File: config.mk
export PLATFORM = sky130hd
export DESIGN_NAME = instr_encoder_loader_flat
export DESIGN_NICKNAME = d
export VERILOG_FILES = /design/src/rtl/instr_encoder_loader_if.sv /design/src/rtl/instr_encoder_loader.sv /design/src/flat_wrapper.sv
export SDC_FILE = /design/constraint.sdc
export NUM_CORES = 1
export LEC_CHECK = 0
export BUFFER_PORTS_ARGS = -buffer_cell sky130_fd_sc_hd__buf_2
export CAP_MARGIN = 5
export CORE_AREA = 2 2 196 102
export CTS_BUF_LIST = sky130_fd_sc_hd__clkbuf_16
export DETAILED_ROUTE_END_ITERATION = 7
export DIE_AREA = 0 0 198 104
export PLACE_DENSITY = 0.62
export SLEW_MARGIN = 20
export SYNTH_ARGS = -nofsm -noshare
export SYNTH_HDL_FRONTEND = slang
export SYNTH_SLANG_ARGS = --single-unit
File: constraint.sdc
create_clock -name clk -period 4 [get_ports clk]
set_input_delay 0.2 -clock clk [delete_from_list [all_inputs] [get_ports clk]]
set_output_delay 0.2 -clock clk [all_outputs]
set_load 0.005 [all_outputs]
File: src/rtl/instr_encoder_loader_if.sv
// Loader bus: field-level instruction requests in, encoded instruction-memory writes out.
// master drives requests and imem_ready; slave is the loader.
interface instr_encoder_loader_if #(
  parameter int ADDR_W = 10
);
  logic              start;
  logic [ADDR_W-1:0] base_addr;
  logic              in_valid;
  logic              in_ready;
  logic              in_last;
  logic [2:0]        in_kind;
  logic [4:0]        in_rs;
  logic [4:0]        in_rt;
  logic [4:0]        in_rd;
  logic [4:0]        in_shamt;
  logic [5:0]        in_funct;
  logic [15:0]       in_imm;
  logic [25:0]       in_target;
  logic              imem_we;
  logic              imem_ready;
  logic [ADDR_W-1:0] imem_addr;
  logic [31:0]       imem_wdata;
  logic              busy;
  logic              done;
  logic              err;
  logic [ADDR_W-1:0] word_count;

  modport master (
    output start, base_addr, in_valid, in_last, in_kind, in_rs, in_rt, in_rd,
           in_shamt, in_funct, in_imm, in_target, imem_ready,
    input  in_ready, imem_we, imem_addr, imem_wdata, busy, done, err, word_count
  );

  modport slave (
    input  start, base_addr, in_valid, in_last, in_kind, in_rs, in_rt, in_rd,
           in_shamt, in_funct, in_imm, in_target, imem_ready,
    output in_ready, imem_we, imem_addr, imem_wdata, busy, done, err, word_count
  );
endinterface

File: src/rtl/instr_encoder_loader.sv
// MIPS program loader: encodes field requests into words and streams them to imem; accept-to-write 2 cycles, 1 word/cycle.
// Backpressure: imem_ready=0 holds the write register and fills the FIFO; in_ready drops when the FIFO is full.
module fifo #(
  parameter int W     = 32,
  parameter int DEPTH = 4
) (
  input  logic         clk,
  input  logic         rst_n,
  input  logic         push,
  input  logic [W-1:0] wdata,
  input  logic         pop,
  output logic [W-1:0] rdata,
  output logic         full,
  output logic         empty
);
  localparam int AW = $clog2(DEPTH);
  localparam logic [AW:0] PTR_ONE = 1;

  logic [W-1:0] mem [DEPTH];
  logic [AW:0]  wptr;
  logic [AW:0]  rptr;

  always_ff @(posedge clk or negedge rst_n) begin
    if (!rst_n) begin
      wptr <= '0;
      rptr <= '0;
    end else begin
      if (push) wptr <= wptr + PTR_ONE;
      if (pop)  rptr <= rptr + PTR_ONE;
    end
  end

  always_ff @(posedge clk) begin
    if (push) mem[wptr[AW-1:0]] <= wdata;
  end

  assign rdata = mem[rptr[AW-1:0]];
  assign empty = (wptr == rptr);
  assign full  = (wptr[AW] != rptr[AW]) && (wptr[AW-1:0] == rptr[AW-1:0]);
endmodule

module instr_encoder_loader #(
  parameter int ADDR_W = 10,
  parameter int DEPTH  = 4
) (
  input  logic                  clk,
  input  logic                  rst_n,
  instr_encoder_loader_if.slave bus
);
  typedef enum logic [1:0] {IDLE, LOAD, FLUSH, DONE} state_t;

  localparam logic [2:0] K_R    = 3'd0;
  localparam logic [2:0] K_LW   = 3'd1;
  localparam logic [2:0] K_SW   = 3'd2;
  localparam logic [2:0] K_BNE  = 3'd3;
  localparam logic [2:0] K_XORI = 3'd4;
  localparam logic [2:0] K_J    = 3'd5;

  localparam logic [5:0] OP_R    = 6'b000000;
  localparam logic [5:0] OP_LW   = 6'b100011;
  localparam logic [5:0] OP_SW   = 6'b101011;
  localparam logic [5:0] OP_BNE  = 6'b000101;
  localparam logic [5:0] OP_XORI = 6'b001110;
  localparam logic [5:0] OP_J    = 6'b000010;

  localparam logic [ADDR_W-1:0] WORD_STEP = ADDR_W'(4);
  localparam logic [ADDR_W-1:0] CNT_ONE   = ADDR_W'(1);

  state_t            state;
  state_t            state_nxt;
  logic              accept;
  logic              legal;
  logic              push;
  logic              pop;
  logic              wr_fire;
  logic              fifo_full;
  logic              fifo_empty;
  logic [31:0]       enc_word;
  logic [31:0]       head;
  logic [ADDR_W-1:0] addr_ptr;
  logic [ADDR_W-1:0] ptr_eff;
  logic              we_q;
  logic [ADDR_W-1:0] addr_q;
  logic [31:0]       wdata_q;
  logic              err_q;
  logic [ADDR_W-1:0] cnt_q;
  logic              busy_o;
  logic              done_o;

  assign bus.in_ready = (state == LOAD) && !fifo_full;
  assign accept       = bus.in_valid && bus.in_ready;
  assign legal        = (bus.in_kind <= K_J);
  assign push         = accept && legal;
  assign wr_fire      = we_q && bus.imem_ready;
  assign pop          = !fifo_empty && (!we_q || bus.imem_ready);
  // A word popped in the same cycle as a write handshake lands on the following address.
  assign ptr_eff      = wr_fire ? addr_ptr + WORD_STEP : addr_ptr;

  always_comb begin
    enc_word = '0;
    case (bus.in_kind)
      K_R:     enc_word = {OP_R, bus.in_rs, bus.in_rt, bus.in_rd, bus.in_shamt, bus.in_funct};
      K_LW:    enc_word = {OP_LW,   bus.in_rs, bus.in_rt, bus.in_imm};
      K_SW:    enc_word = {OP_SW,   bus.in_rs, bus.in_rt, bus.in_imm};
      K_BNE:   enc_word = {OP_BNE,  bus.in_rs, bus.in_rt, bus.in_imm};
      K_XORI:  enc_word = {OP_XORI, bus.in_rs, bus.in_rt, bus.in_imm};
      K_J:     enc_word = {OP_J, bus.in_target};
      default: enc_word = '0;
    endcase
  end

  fifo #(.W(32), .DEPTH(DEPTH)) u_fifo (
    .clk   (clk),
    .rst_n (rst_n),
    .push  (push),
    .wdata (enc_word),
    .pop   (pop),
    .rdata (head),
    .full  (fifo_full),
    .empty (fifo_empty)
  );

  always_ff @(posedge clk or negedge rst_n) begin
    if (!rst_n) state <= IDLE;
    else        state <= state_nxt;
  end

  always_comb begin
    state_nxt = state;
    case (state)
      IDLE:    if (bus.start) state_nxt = LOAD;
      LOAD:    if (accept && bus.in_last) state_nxt = FLUSH;
      FLUSH:   if (fifo_empty && (!we_q || bus.imem_ready)) state_nxt = DONE;
      DONE:    state_nxt = IDLE;
      default: state_nxt = IDLE;
    endcase
  end

  always_comb begin
    busy_o = (state != IDLE);
    done_o = (state == DONE);
  end

  always_ff @(posedge clk or negedge rst_n) begin
    if (!rst_n) begin
      addr_ptr <= '0;
      err_q    <= 1'b0;
      cnt_q    <= '0;
    end else if (state == IDLE && bus.start) begin
      addr_ptr <= bus.base_addr & ~ADDR_W'(3);
      err_q    <= 1'b0;
      cnt_q    <= '0;
    end else begin
      if (wr_fire) begin
        addr_ptr <= addr_ptr + WORD_STEP;
        cnt_q    <= cnt_q + CNT_ONE;
      end
      if (accept && !legal) err_q <= 1'b1;
    end
  end

  always_ff @(posedge clk or negedge rst_n) begin
    if (!rst_n) begin
      we_q    <= 1'b0;
      addr_q  <= '0;
      wdata_q <= '0;
    end else if (pop) begin
      we_q    <= 1'b1;
      addr_q  <= ptr_eff;
      wdata_q <= head;
    end else if (wr_fire) begin
      we_q    <= 1'b0;
    end
  end

  assign bus.imem_we    = we_q;
  assign bus.imem_addr  = addr_q;
  assign bus.imem_wdata = wdata_q;
  assign bus.busy       = busy_o;
  assign bus.done       = done_o;
  assign bus.err        = err_q;
  assign bus.word_count = cnt_q;
endmodule

File: src/flat_wrapper.sv
// flat-port wrapper written by rule: the top's interface ports become plain ports
module instr_encoder_loader_flat 
#(
  parameter int ADDR_W = 10,
  parameter int DEPTH  = 4
)
  (clk, rst_n, bus_start, bus_base_addr, bus_in_valid, bus_in_last, bus_in_kind, bus_in_rs, bus_in_rt, bus_in_rd, bus_in_shamt, bus_in_funct, bus_in_imm, bus_in_target, bus_imem_ready, bus_in_ready, bus_imem_we, bus_imem_addr, bus_imem_wdata, bus_busy, bus_done, bus_err, bus_word_count);
  instr_encoder_loader_if #(.ADDR_W(ADDR_W)) bus_i ();
  input  logic clk;
  input  logic rst_n;
  input wire logic [$bits(bus_i.start)-1:0] bus_start;
  input wire logic [$bits(bus_i.base_addr)-1:0] bus_base_addr;
  input wire logic [$bits(bus_i.in_valid)-1:0] bus_in_valid;
  input wire logic [$bits(bus_i.in_last)-1:0] bus_in_last;
  input wire logic [$bits(bus_i.in_kind)-1:0] bus_in_kind;
  input wire logic [$bits(bus_i.in_rs)-1:0] bus_in_rs;
  input wire logic [$bits(bus_i.in_rt)-1:0] bus_in_rt;
  input wire logic [$bits(bus_i.in_rd)-1:0] bus_in_rd;
  input wire logic [$bits(bus_i.in_shamt)-1:0] bus_in_shamt;
  input wire logic [$bits(bus_i.in_funct)-1:0] bus_in_funct;
  input wire logic [$bits(bus_i.in_imm)-1:0] bus_in_imm;
  input wire logic [$bits(bus_i.in_target)-1:0] bus_in_target;
  input wire logic [$bits(bus_i.imem_ready)-1:0] bus_imem_ready;
  output wire logic [$bits(bus_i.in_ready)-1:0] bus_in_ready;
  output wire logic [$bits(bus_i.imem_we)-1:0] bus_imem_we;
  output wire logic [$bits(bus_i.imem_addr)-1:0] bus_imem_addr;
  output wire logic [$bits(bus_i.imem_wdata)-1:0] bus_imem_wdata;
  output wire logic [$bits(bus_i.busy)-1:0] bus_busy;
  output wire logic [$bits(bus_i.done)-1:0] bus_done;
  output wire logic [$bits(bus_i.err)-1:0] bus_err;
  output wire logic [$bits(bus_i.word_count)-1:0] bus_word_count;
  assign bus_i.start = bus_start;
  assign bus_i.base_addr = bus_base_addr;
  assign bus_i.in_valid = bus_in_valid;
  assign bus_i.in_last = bus_in_last;
  assign bus_i.in_kind = bus_in_kind;
  assign bus_i.in_rs = bus_in_rs;
  assign bus_i.in_rt = bus_in_rt;
  assign bus_i.in_rd = bus_in_rd;
  assign bus_i.in_shamt = bus_in_shamt;
  assign bus_i.in_funct = bus_in_funct;
  assign bus_i.in_imm = bus_in_imm;
  assign bus_i.in_target = bus_in_target;
  assign bus_i.imem_ready = bus_imem_ready;
  assign bus_in_ready = bus_i.in_ready;
  assign bus_imem_we = bus_i.imem_we;
  assign bus_imem_addr = bus_i.imem_addr;
  assign bus_imem_wdata = bus_i.imem_wdata;
  assign bus_busy = bus_i.busy;
  assign bus_done = bus_i.done;
  assign bus_err = bus_i.err;
  assign bus_word_count = bus_i.word_count;
  instr_encoder_loader #(.ADDR_W(ADDR_W), .DEPTH(DEPTH)) u_core (.clk(clk), .rst_n(rst_n), .bus(bus_i));
endmodule
==> impl_metrics.ini <==
[place]
dpl_cell_area_um2 = 9360
gp_congestion = 0.777
io_buffers = 138
place_ws_ps = 1200
hpwl_um = 11800

[clocking]
ctsLongestPathBuffers = 2
cts-root-buf = clkbuf_16
numCtsBuffers = 17
cts_resized = 0
htreeDepth = 4
cts_sinks = 191
path_clk_slew_ps = 80
clkLatencyLatePin_ps = 430
cts_tree = built

[cells_and_area]
n_antenna_cell = 0
layout_common_cells = 137 x buf_2, 124 x edfxtp_1, 65 x dfrtp_1
final_common_cell = buf_2
syn_to_final_growth_pct = 19.2
post_route_cells_drive_above_1_share_pct = 35.7
postLayoutCellArea_um2 = 9970
nNetsFinal = 801

[logic_synthesis]
synth_cell_type_count = 40
synth_seq_cells = 191
yosys_warnings = 0
async_flop_share_pct = 35.1
ys_top_cells_by_area = edfxtp_1 44%, dfrtp_1 20%, mux4_2 8.3%
synth_top_area_share_pct = 44.5
yosys.area.top_type = edfxtp_1
synthCells = 571
yosysSeqAreaShare_pct = 64.5
ys.flop_type = edfxtp_1
synth_edf_count = 124
avgSynthCellArea_um2 = 14.7
syn-cell-area_um2 = 8370

[sta]
rsz0062_at_grt = no
skew_ps = 14.5
final_hold_viol_count = 0
max_freq_ghz = 0.358
min_period_ps = 2800
worst_slew_pin_slew_ps = 986
period_share_pct = 69.9
setup_viol = 0
setup_tns_ps = 0
drv_slew = 0
finalWorstSetupSlack_ps = 1200
max_slew_margin_pct = 34.2

[grt]
grt_antenna_before_repair = 0
grt_max_degree = 68
grt_pass1_vias = 5213
overflow = 0
grtUsageTotal_pct = 18.8
grt_pass1_wl_um = 28900

[worst_setup_path]
slowest_delay_ps = 640
reg2regPathDepth = 7
required_ps = 4110
path_cells = inv_1 -> ha_1 -> inv_1 -> a31oi_1 -> nand3_1 -> nor2_4 -> buf_4
cp-start-kind = flip-flop
cp_max_fo = 19
end_kind = flip-flop
crit_arrival_ps = 2910
slowest_stage = nor2_4
cpMostUsedCell = inv_1
path_class = flip-flop to flip-flop

[die]
initial_core_util_pct = 44.1
pin_count = 144
fp.dieW_um = 198
die_h_um = 104
core_area_um2 = 19000
num_rows = 36
dieArea_um2 = 20600

[routing]
wire_per_inst_um = 18.6
ant_nets = 0
drtPass1Iterations = 4
vias_per_cell = 5.16
num_vias = 5059
wirelength_um = 18300
drc = 0
drtIter0Drc = 343

[power]
power_density_nw_per_um2 = 673
total_leakage_power_nw = 3.99
p_total_mw = 6.71
irDropWorstVdd_mv = 0.398

[run_status]
status = complete, no violations

[job]
drv_cap = 0

[hold_path]
hold_depth = 3
hp-class = primary input to flip-flop
-- synthesized netlist by cell type (4+ instances only) --
| library cell | count |
|---|---|
| a21oi_1 | 18 |
| a221o_1 | 17 |
| a2bb2oi_1 | 10 |
| buf_1 | 4 |
| buf_2 | 10 |
| buf_4 | 4 |
| clkbuf_1 | 19 |
| dfrtp_1 | 67 |
| edfxtp_1 | 124 |
| ha_1 | 12 |
| inv_1 | 38 |
| mux2_2 | 33 |
| mux2i_1 | 18 |
| mux4_2 | 31 |
| nand2_1 | 30 |
| nand3_1 | 5 |
| nand4_1 | 6 |
| nor2_1 | 50 |
| o21ai_0 | 17 |
| o22ai_1 | 10 |
| xnor2_1 | 14 |
| xor2_1 | 9 |
-- stage by stage --
step,cells,hold slack (ps),utilization [%]
CTS,981,7.48,52.6
global placement,948,403,49.3
finish,981,19.8,52.6
global route,981,31.9,52.6
floorplan,573,-95.6,-
detailed placement,948,423,49.3
-- layer usage --
layer  up-vias  GRT usage, %  part of all wire [%]
li1       2380             -                     -
met1      2528          27.2                    48
met2       146          28.7                    45
met3         5          3.92                   6.3
met4         0          5.80                  0.40
met5         -             0                     0
-- timing repair --
item	CTS	global route
hold buffers	1	0
buffers inserted	0	0
endpoints found under the hold margin	67	0
-- worst max-delay path, delay by kind of cell (launching register included) --
family / cells / cell delay (ps)
AOI/OAI and AO/OA: 1 / 330
DFF: 1 / 420
adders and majority gates: 1 / 170
buffers and inverters: 3 / 510
and+or+nand+nor: 2 / 1040
-- final timing paths --
check,start,endpoint,slack [ps]
max in group asynchronous,rst_n,u_core.u_fifo.rptr[0],2840
max,u_core.state[1],u_core.u_fifo.mem[0][6],1200
max reg2reg,u_core.state[1],u_core.u_fifo.mem[0][6],1200
min reg2reg,u_core.bus.imem_wdata[25],u_core.bus.imem_wdata[25],500
min in group asynchronous,rst_n,u_core.bus.imem_wdata[24],460
min,bus_base_addr[6],u_core.addr_ptr[6],20
-- cells by family (layout without fill, tap and decap cells) --
| kind of cell | count (synthesis) | in the layout | synth area share (%) |
|---|---|---|---|
| compound gates | 78 | 78 | 6.53 |
| xor+xnor | 25 | 25 | 2.80 |
| fa+ha+maj | 12 | 12 | 1.79 |
| buf+inv | 75 | 217 | 3.69 |
| flops | 191 | 191 | 64.5 |
| mux | 84 | 84 | 15.2 |
| other cells | 1 | 3 | 0.0448 |
| simple gates | 105 | 105 | 5.37 |
-- power by group --
group	total, mW	internal, mW	switching, mW
clock network	1.74	0.972	0.766
logic	2.15	1.08	1.07
registers	2.83	2.56	0.270
total	6.71	4.61	2.10
-- registers in the layout, indices dropped and copies added, names as in the netlist --
name / count
u_core.u_fifo.rptr: 3
u_core.bus.word_count: 10
u_core.addr_ptr: 8
u_core.bus.imem_addr: 8
u_core.bus.err: 1
u_core.u_fifo.mem: 124
u_core.bus.imem_we: 1
u_core.u_fifo.wptr: 3
u_core.state: 2
u_core.bus.imem_wdata: 31
-- area by class of cell --
cell class	instances	area [um^2]
inverters	38	143
clock buffers	18	450
well taps	266	333
flip-flops and latches	191	5400
clock inverters	14	155
fillers	1570	8990
repair buffers	147	776
multi-input cells	307	2710
Power figures use the tool's default switching activity.
